$ cat config.mk
export PLATFORM = sky130hd
export DESIGN_NAME = regfile_wb_arbiter
export DESIGN_NICKNAME = d
export VERILOG_FILES = /design/src/rtl/regfile_wb_arbiter_pkg.sv /design/src/rtl/regfile_scoreboard.sv /design/src/rtl/regfile_wb_arbiter.sv
export SDC_FILE = /design/constraint.sdc
export NUM_CORES = 1
export LEC_CHECK = 0
export ABC_AREA = 0
export ABC_CLOCK_PERIOD_IN_PS = 4100
export CAP_MARGIN = 25
export CORE_ASPECT_RATIO = 1.1
export CORE_MARGIN = 8
export CORE_UTILIZATION = 48
export DETAILED_ROUTE_END_ITERATION = 10
export GPL_TIMING_DRIVEN = 0
export HOLD_SLACK_MARGIN = 0.1
export PLACE_DENSITY = 0.79
export SLEW_MARGIN = 20
export SYNTH_ARGS = -nofsm -noshare
export SYNTH_HDL_FRONTEND = slang
export SYNTH_SLANG_ARGS = --single-unit
$ cat constraint.sdc
create_clock -name clk -period 4.1 [get_ports clk]
set_clock_uncertainty 0.2 [all_clocks]
set_input_delay 0.82 -clock clk [delete_from_list [all_inputs] [get_ports clk]]
set_output_delay 0.82 -clock clk [all_outputs]
set_load 0.02 [all_outputs]
$ cat src/rtl/regfile_wb_arbiter_pkg.sv
// Shared types and sizes for the register-file writeback arbiter slice.
package regfile_wb_arbiter_pkg;
  localparam int REG_ADDR_W = 5;
  localparam int XLEN       = 32;
  localparam int NUM_REGS   = 32;

  // Which source the currently registered write came from.
  typedef enum logic [1:0] {
    SRC_NONE = 2'd0,
    SRC_PIPE = 2'd1,
    SRC_MD   = 2'd2
  } src_e;
endpackage

$ cat src/rtl/regfile_scoreboard.sv
// Busy-bit scoreboard for destinations with outstanding mul/div results,
// issue admission and decode read-hazard detection.
module regfile_scoreboard
  import regfile_wb_arbiter_pkg::*;
#(
  parameter int MAX_PENDING = 4
) (
  input  logic                  clk,
  input  logic                  rst,
  input  logic                  issue_valid,
  input  logic [REG_ADDR_W-1:0] issue_a3,
  output logic                  issue_ready,
  input  logic                  cpl_valid,
  input  logic [REG_ADDR_W-1:0] cpl_a3,
  input  logic [REG_ADDR_W-1:0] rs_a1,
  input  logic [REG_ADDR_W-1:0] rs_a2,
  input  logic                  wb_we,
  input  logic [REG_ADDR_W-1:0] wb_a3,
  input  logic                  wb_from_md,
  output logic                  hazard_stall
);
  localparam int PW = $clog2(MAX_PENDING + 1);

  logic [NUM_REGS-1:0] busy;
  logic [NUM_REGS-1:0] busy_next;
  logic [PW-1:0]       pending;
  logic [PW-1:0]       pending_next;
  logic                set_busy;
  logic                cpl_hit;
  logic                wb_match;

  assign issue_ready = issue_valid & ~busy[issue_a3] & (pending < PW'(MAX_PENDING));

  // A completion to a non-busy register is a protocol error: it is ignored here.
  always_comb begin
    set_busy     = issue_ready & (issue_a3 != '0);
    cpl_hit      = cpl_valid & busy[cpl_a3];
    busy_next    = busy;
    pending_next = pending;
    if (cpl_hit) busy_next[cpl_a3] = 1'b0;
    // Set after clear so a same-register issue takes ownership.
    if (set_busy) busy_next[issue_a3] = 1'b1;
    if (set_busy && !cpl_hit) pending_next = pending + PW'(1);
    else if (!set_busy && cpl_hit) pending_next = pending - PW'(1);
  end

  always_ff @(posedge clk or posedge rst) begin
    if (rst) begin
      busy    <= '0;
      pending <= '0;
    end else begin
      busy    <= busy_next;
      pending <= pending_next;
    end
  end

  // Pipeline-sourced writes in flight are covered by pipeline forwarding.
  always_comb begin
    wb_match     = wb_we & wb_from_md & (wb_a3 != '0) & ((wb_a3 == rs_a1) | (wb_a3 == rs_a2));
    hazard_stall = busy[rs_a1] | busy[rs_a2] | wb_match;
  end
endmodule

$ cat src/rtl/regfile_wb_arbiter.sv
// Owns the register-file write port and arbitrates it between pipeline WB
// (priority) and the mul/div unit, with starvation relief via pipe_stall.
module regfile_wb_arbiter
  import regfile_wb_arbiter_pkg::*;
#(
  parameter int STARVE_LIMIT = 4,
  parameter int MAX_PENDING  = 4
) (
  input  logic                  clk,
  input  logic                  reset,
  input  logic                  pipe_we,
  input  logic [REG_ADDR_W-1:0] pipe_a3,
  input  logic [XLEN-1:0]       pipe_wd,
  output logic                  pipe_stall,
  input  logic                  md_valid,
  output logic                  md_ready,
  input  logic [REG_ADDR_W-1:0] md_a3,
  input  logic [XLEN-1:0]       md_wd,
  input  logic                  issue_valid,
  input  logic [REG_ADDR_W-1:0] issue_a3,
  output logic                  issue_ready,
  input  logic [REG_ADDR_W-1:0] rs_a1,
  input  logic [REG_ADDR_W-1:0] rs_a2,
  output logic                  hazard_stall,
  output logic                  rf_we3,
  output logic [REG_ADDR_W-1:0] rf_a3,
  output logic [XLEN-1:0]       rf_wd3
);
  localparam int SW = 4;

  // Handshake: a mul/div result transfers on any cycle with md_valid & md_ready;
  // md_ready is combinational and md_a3/md_wd must be stable while md_valid is high.
  logic          pipe_grant;
  logic          md_grant;
  logic [SW-1:0] starve_cnt;
  logic [SW-1:0] starve_next;
  src_e          src_q;

  always_comb begin
    pipe_grant  = pipe_we & ~pipe_stall;
    md_grant    = md_valid & (pipe_stall | ~pipe_we);
    starve_next = '0;
    if (md_valid && !md_grant)
      starve_next = (starve_cnt == SW'(STARVE_LIMIT)) ? starve_cnt : starve_cnt + SW'(1);
  end

  assign md_ready = md_grant;

  // A stall cycle always grants mul/div when it is valid, so the stall lasts
  // one cycle; without md_valid there is nothing left to make room for.
  always_ff @(posedge clk or posedge reset) begin
    if (reset) begin
      starve_cnt <= '0;
      pipe_stall <= 1'b0;
    end else begin
      starve_cnt <= starve_next;
      pipe_stall <= ~pipe_stall & (starve_next == SW'(STARVE_LIMIT));
    end
  end

  always_ff @(posedge clk or posedge reset) begin
    if (reset) begin
      rf_we3 <= 1'b0;
      rf_a3  <= '0;
      rf_wd3 <= '0;
      src_q  <= SRC_NONE;
    end else if (pipe_grant) begin
      rf_we3 <= (pipe_a3 != '0);
      rf_a3  <= pipe_a3;
      rf_wd3 <= pipe_wd;
      src_q  <= SRC_PIPE;
    end else if (md_grant) begin
      rf_we3 <= (md_a3 != '0);
      rf_a3  <= md_a3;
      rf_wd3 <= md_wd;
      src_q  <= SRC_MD;
    end else begin
      rf_we3 <= 1'b0;
      src_q  <= SRC_NONE;
    end
  end

  regfile_scoreboard #(
    .MAX_PENDING(MAX_PENDING)
  ) u_scoreboard (
    .clk          (clk),
    .rst          (reset),
    .issue_valid  (issue_valid),
    .issue_a3     (issue_a3),
    .issue_ready  (issue_ready),
    .cpl_valid    (md_grant),
    .cpl_a3       (md_a3),
    .rs_a1        (rs_a1),
    .rs_a2        (rs_a2),
    .wb_we        (rf_we3),
    .wb_a3        (rf_a3),
    .wb_from_md   (src_q == SRC_MD),
    .hazard_stall (hazard_stall)
  );
endmodule
==> impl_metrics.json <==
{
  "status": "completed",
  "syn_nets": 589,
  "drtAntennaViolNets": 0,
  "path_cells": "clkdlybuf4s50_1, clkbuf_1, nor3_1, a21oi_1, nand2_1, nand4b_1, buf_2, inv_1, clkdlybuf4s15_2",
  "globalRouteOverflowTotal": 0,
  "finalHoldViolations": 0,
  "ios": 136,
  "ys_ff_latch": 80,
  "grt_usage_pct": 24.2,
  "drt_iter0_markers": 370,
  "regArea_mm2": 0.00200,
  "hpwl_um": 12900,
  "vias": 4670,
  "regToRegEndpoint": "u_scoreboard.pending[2]",
  "yosysMostFrequentCell": "dfrtp_1",
  "tns_ns": 0,
  "grt_max_degree": 57,
  "clkSinkCount": 80,
  "r2r_cells": 12,
  "dieHeight_um": 124,
  "syn_inst": 491,
  "initial_core_util_pct": 49.1,
  "cts_max_path_buffers": 2,
  "slowest_stage": "nor3_1",
  "synth_top_area_share_pct": 39.4,
  "wire_per_inst_um": 21.4,
  "antenna_found_initial": 0,
  "clock_latency_ns": 0.35,
  "cts_buffers": 9,
  "drv_cap": 0,
  "cts_tree": "yes",
  "grt_pass1_wl_um": 26000,
  "rows": 39,
  "arrival_ns": 2.90,
  "yosysSeqAreaShare_pct": 39.4,
  "p_per_area_mw_per_mm2": 325,
  "multi_input_area_mm2": 0.00286,
  "synth_area_leaders": "dfrtp_1, mux4_2, mux2i_1",
  "layout-drive-gt1-share_pct": 11.2,
  "finalCriticalPeriod_ns": 3.92,
  "cp.required_ns": 3.08,
  "avgSynthCellArea_um2": 10.3,
  "slew_viol_final": 0,
  "synthTopCellsByCount": "dfrtp_1, nand2_1, mux2i_1, o21ai_0, mux4_2",
  "critPathMaxStageDelay_ns": 0.48,
  "root_buffer": "clkbuf_16",
  "ir_drop_mv": 0.176,
  "n_antenna_cell": 0,
  "min_to": "u_scoreboard.pending[2]",
  "path_clk_slew_ns": 0.06,
  "ctsHoldBuffers": 0,
  "dieArea_mm2": 0.0141,
  "achievable-frequency_mhz": 255,
  "leakagePower_nw": 2.78,
  "place_congestion": 0.979,
  "synth_top_area_cell": "dfrtp_1",
  "synth_area_mm2": 0.00508,
  "n_fill_cell": 785,
  "finalSetupViolCount": 0,
  "tightest_slew_ns": 0.741,
  "detail_route.drc_violations": 0,
  "hold_ws_ns": 0.267,
  "vias_per_cell": 6.00,
  "crit_path_start_kind": "input pin",
  "synth_edf_count": 0,
  "rsz0062_at_grt": "no",
  "port-buffer-count": 127,
  "slew_headroom_pct": 50.6,
  "ys_types": 54,
  "wl_um": 16700,
  "dpl.cell_count": 762,
  "ys.flop_type": "dfrtp_1",
  "drtPass1Iterations": 6,
  "holdCritPathClass": "reg2reg",
  "layout.nets": 728,
  "hp-start": "u_scoreboard.pending[2]",
  "areaGrowthSynthToFinish_pct": 35.3,
  "criticalPathCategory": "in2out",
  "hold-path-cell-count": 1,
  "design.core.area_mm2": 0.0103,
  "htree_levels": 3,
  "grt_pass1_vias": 4730,
  "cp_max_fo": 10,
  "die_w_um": 114,
  "yosys_warnings": 0,
  "reg2reg_slack_ns": 0.88,
  "async_flop_share_pct": 100,
  "layout.cells.non_filler": 778,
  "finalCritPeriodShare_pct": 95.6,
  "reg2reg_from": "u_scoreboard.busy[5]",
  "end_kind": "primary output"
}
-- metal layers --
layer  vias up  part of all wire [%]  routed length [um]  GRT usage (%)
met1      2313                    38                6380           29.3
met2       222                    51                8450           40.7
met5         -                     0                   0              0
met3        37                   8.1                1350           5.04
met4         0                   3.0                 493           11.6
li1       2098                     -                   -              -
-- cells in the final DEF, fill, tap and decap left out, types with 3 or more instances in the layout --
cell type,netlist,routed
a211o_2,3,3
a21o_1,7,7
a21oi_1,3,3
a221o_1,15,15
and2_1,16,16
and3_1,5,5
buf_2,6,5
clkbuf_1,20,18
clkbuf_16,0,9
clkdlybuf4s50_1,0,124
dfrtp_1,80,80
ha_1,3,3
inv_1,23,22
mux2_2,6,6
mux2i_1,54,54
mux4_2,26,26
nand2_1,73,73
nand2b_1,6,6
nand3_1,10,10
nor2_1,14,14
nor3_1,8,8
o21ai_0,41,41
o221ai_1,8,8
o31ai_1,5,5
or2_2,3,3
or4_1,4,4
xnor2_1,7,7
xor2_1,7,7
-- timing repair --
item | CTS | global route
resized for setup | 7 | 2
buffers inserted | 0 | 0
endpoints found under the setup margin | 2 | 2
-- power by group --
part / switching (W) / total, W / internal (W) / leakage (nW)
Combinational: 0.000261 / 0.000520 / 0.000259 / 1.76
Clock: 0.000346 / 0.000823 / 0.000477 / 0.146
Sequential: 0.0000452 / 0.000890 / 0.000845 / 0.872
Total: 0.000653 / 0.00223 / 0.00158 / 2.78
-- area by class of cell --
class                      instances  area share, %
multi-input combinational        358           41.6
sequential                        80           29.1
buffer                            30           2.04
timing repair buffer             128           18.9
tap                              143           2.60
inverter                          23           1.29
clock inverter                     7           1.13
clock buffer                       9           3.28
-- sequential cells by signal (all words and copies together), names as in the netlist --
signal	flops
rf_a3	5
u_scoreboard.busy	32
rf_wd3	32
u_scoreboard.pending	3
src_q	2
starve_cnt	4
pipe_stall	1
rf_we3	1
-- critical path: cells and delay by family --
family	cells	cell delay, ns
AO/OA/AOI/OAI	1	0.16
buffers and inverters	5	1.23
AND/OR/NAND/NOR	3	0.69
-- stage by stage --
stage                     setup WS [ns]  power (W)  util (%)  instance area [um2]
after floorplan                   0.456    0.00117         -                 5080
after global placement           -0.385    0.00140      63.1                 6530
after detailed placement         -0.386    0.00142      63.4                 6560
after CTS                        0.0161    0.00225      66.4                 6870
after global routing             0.0308    0.00232      66.4                 6870
final                             0.180    0.00223      66.4                 6870
-- cells by family after synthesis --
kind of cell	Yosys count	synth area share, %
AND/OR/NAND/NOR	152	14.4
AO/OA/AOI/OAI	102	14.9
multiplexers	86	23.5
flip-flops	80	39.4
buffers and inverters	53	4.29
XOR/XNOR	14	2.41
adder cells (fa/ha/maj)	4	1.13
-- worst max path at each step --
stage	slack [ns]	end	start
after floorplan	0.46	hazard_stall	rs_a1[0]
after global placement	-0.38	issue_ready	issue_a3[0]
after detailed placement	-0.39	issue_ready	issue_a3[0]
after CTS	0.02	issue_ready	issue_a3[0]
after global routing	0.03	issue_ready	issue_a3[3]
final	0.18	issue_ready	issue_a3[3]
No activity file was read; power rests on OpenSTA's default activity.
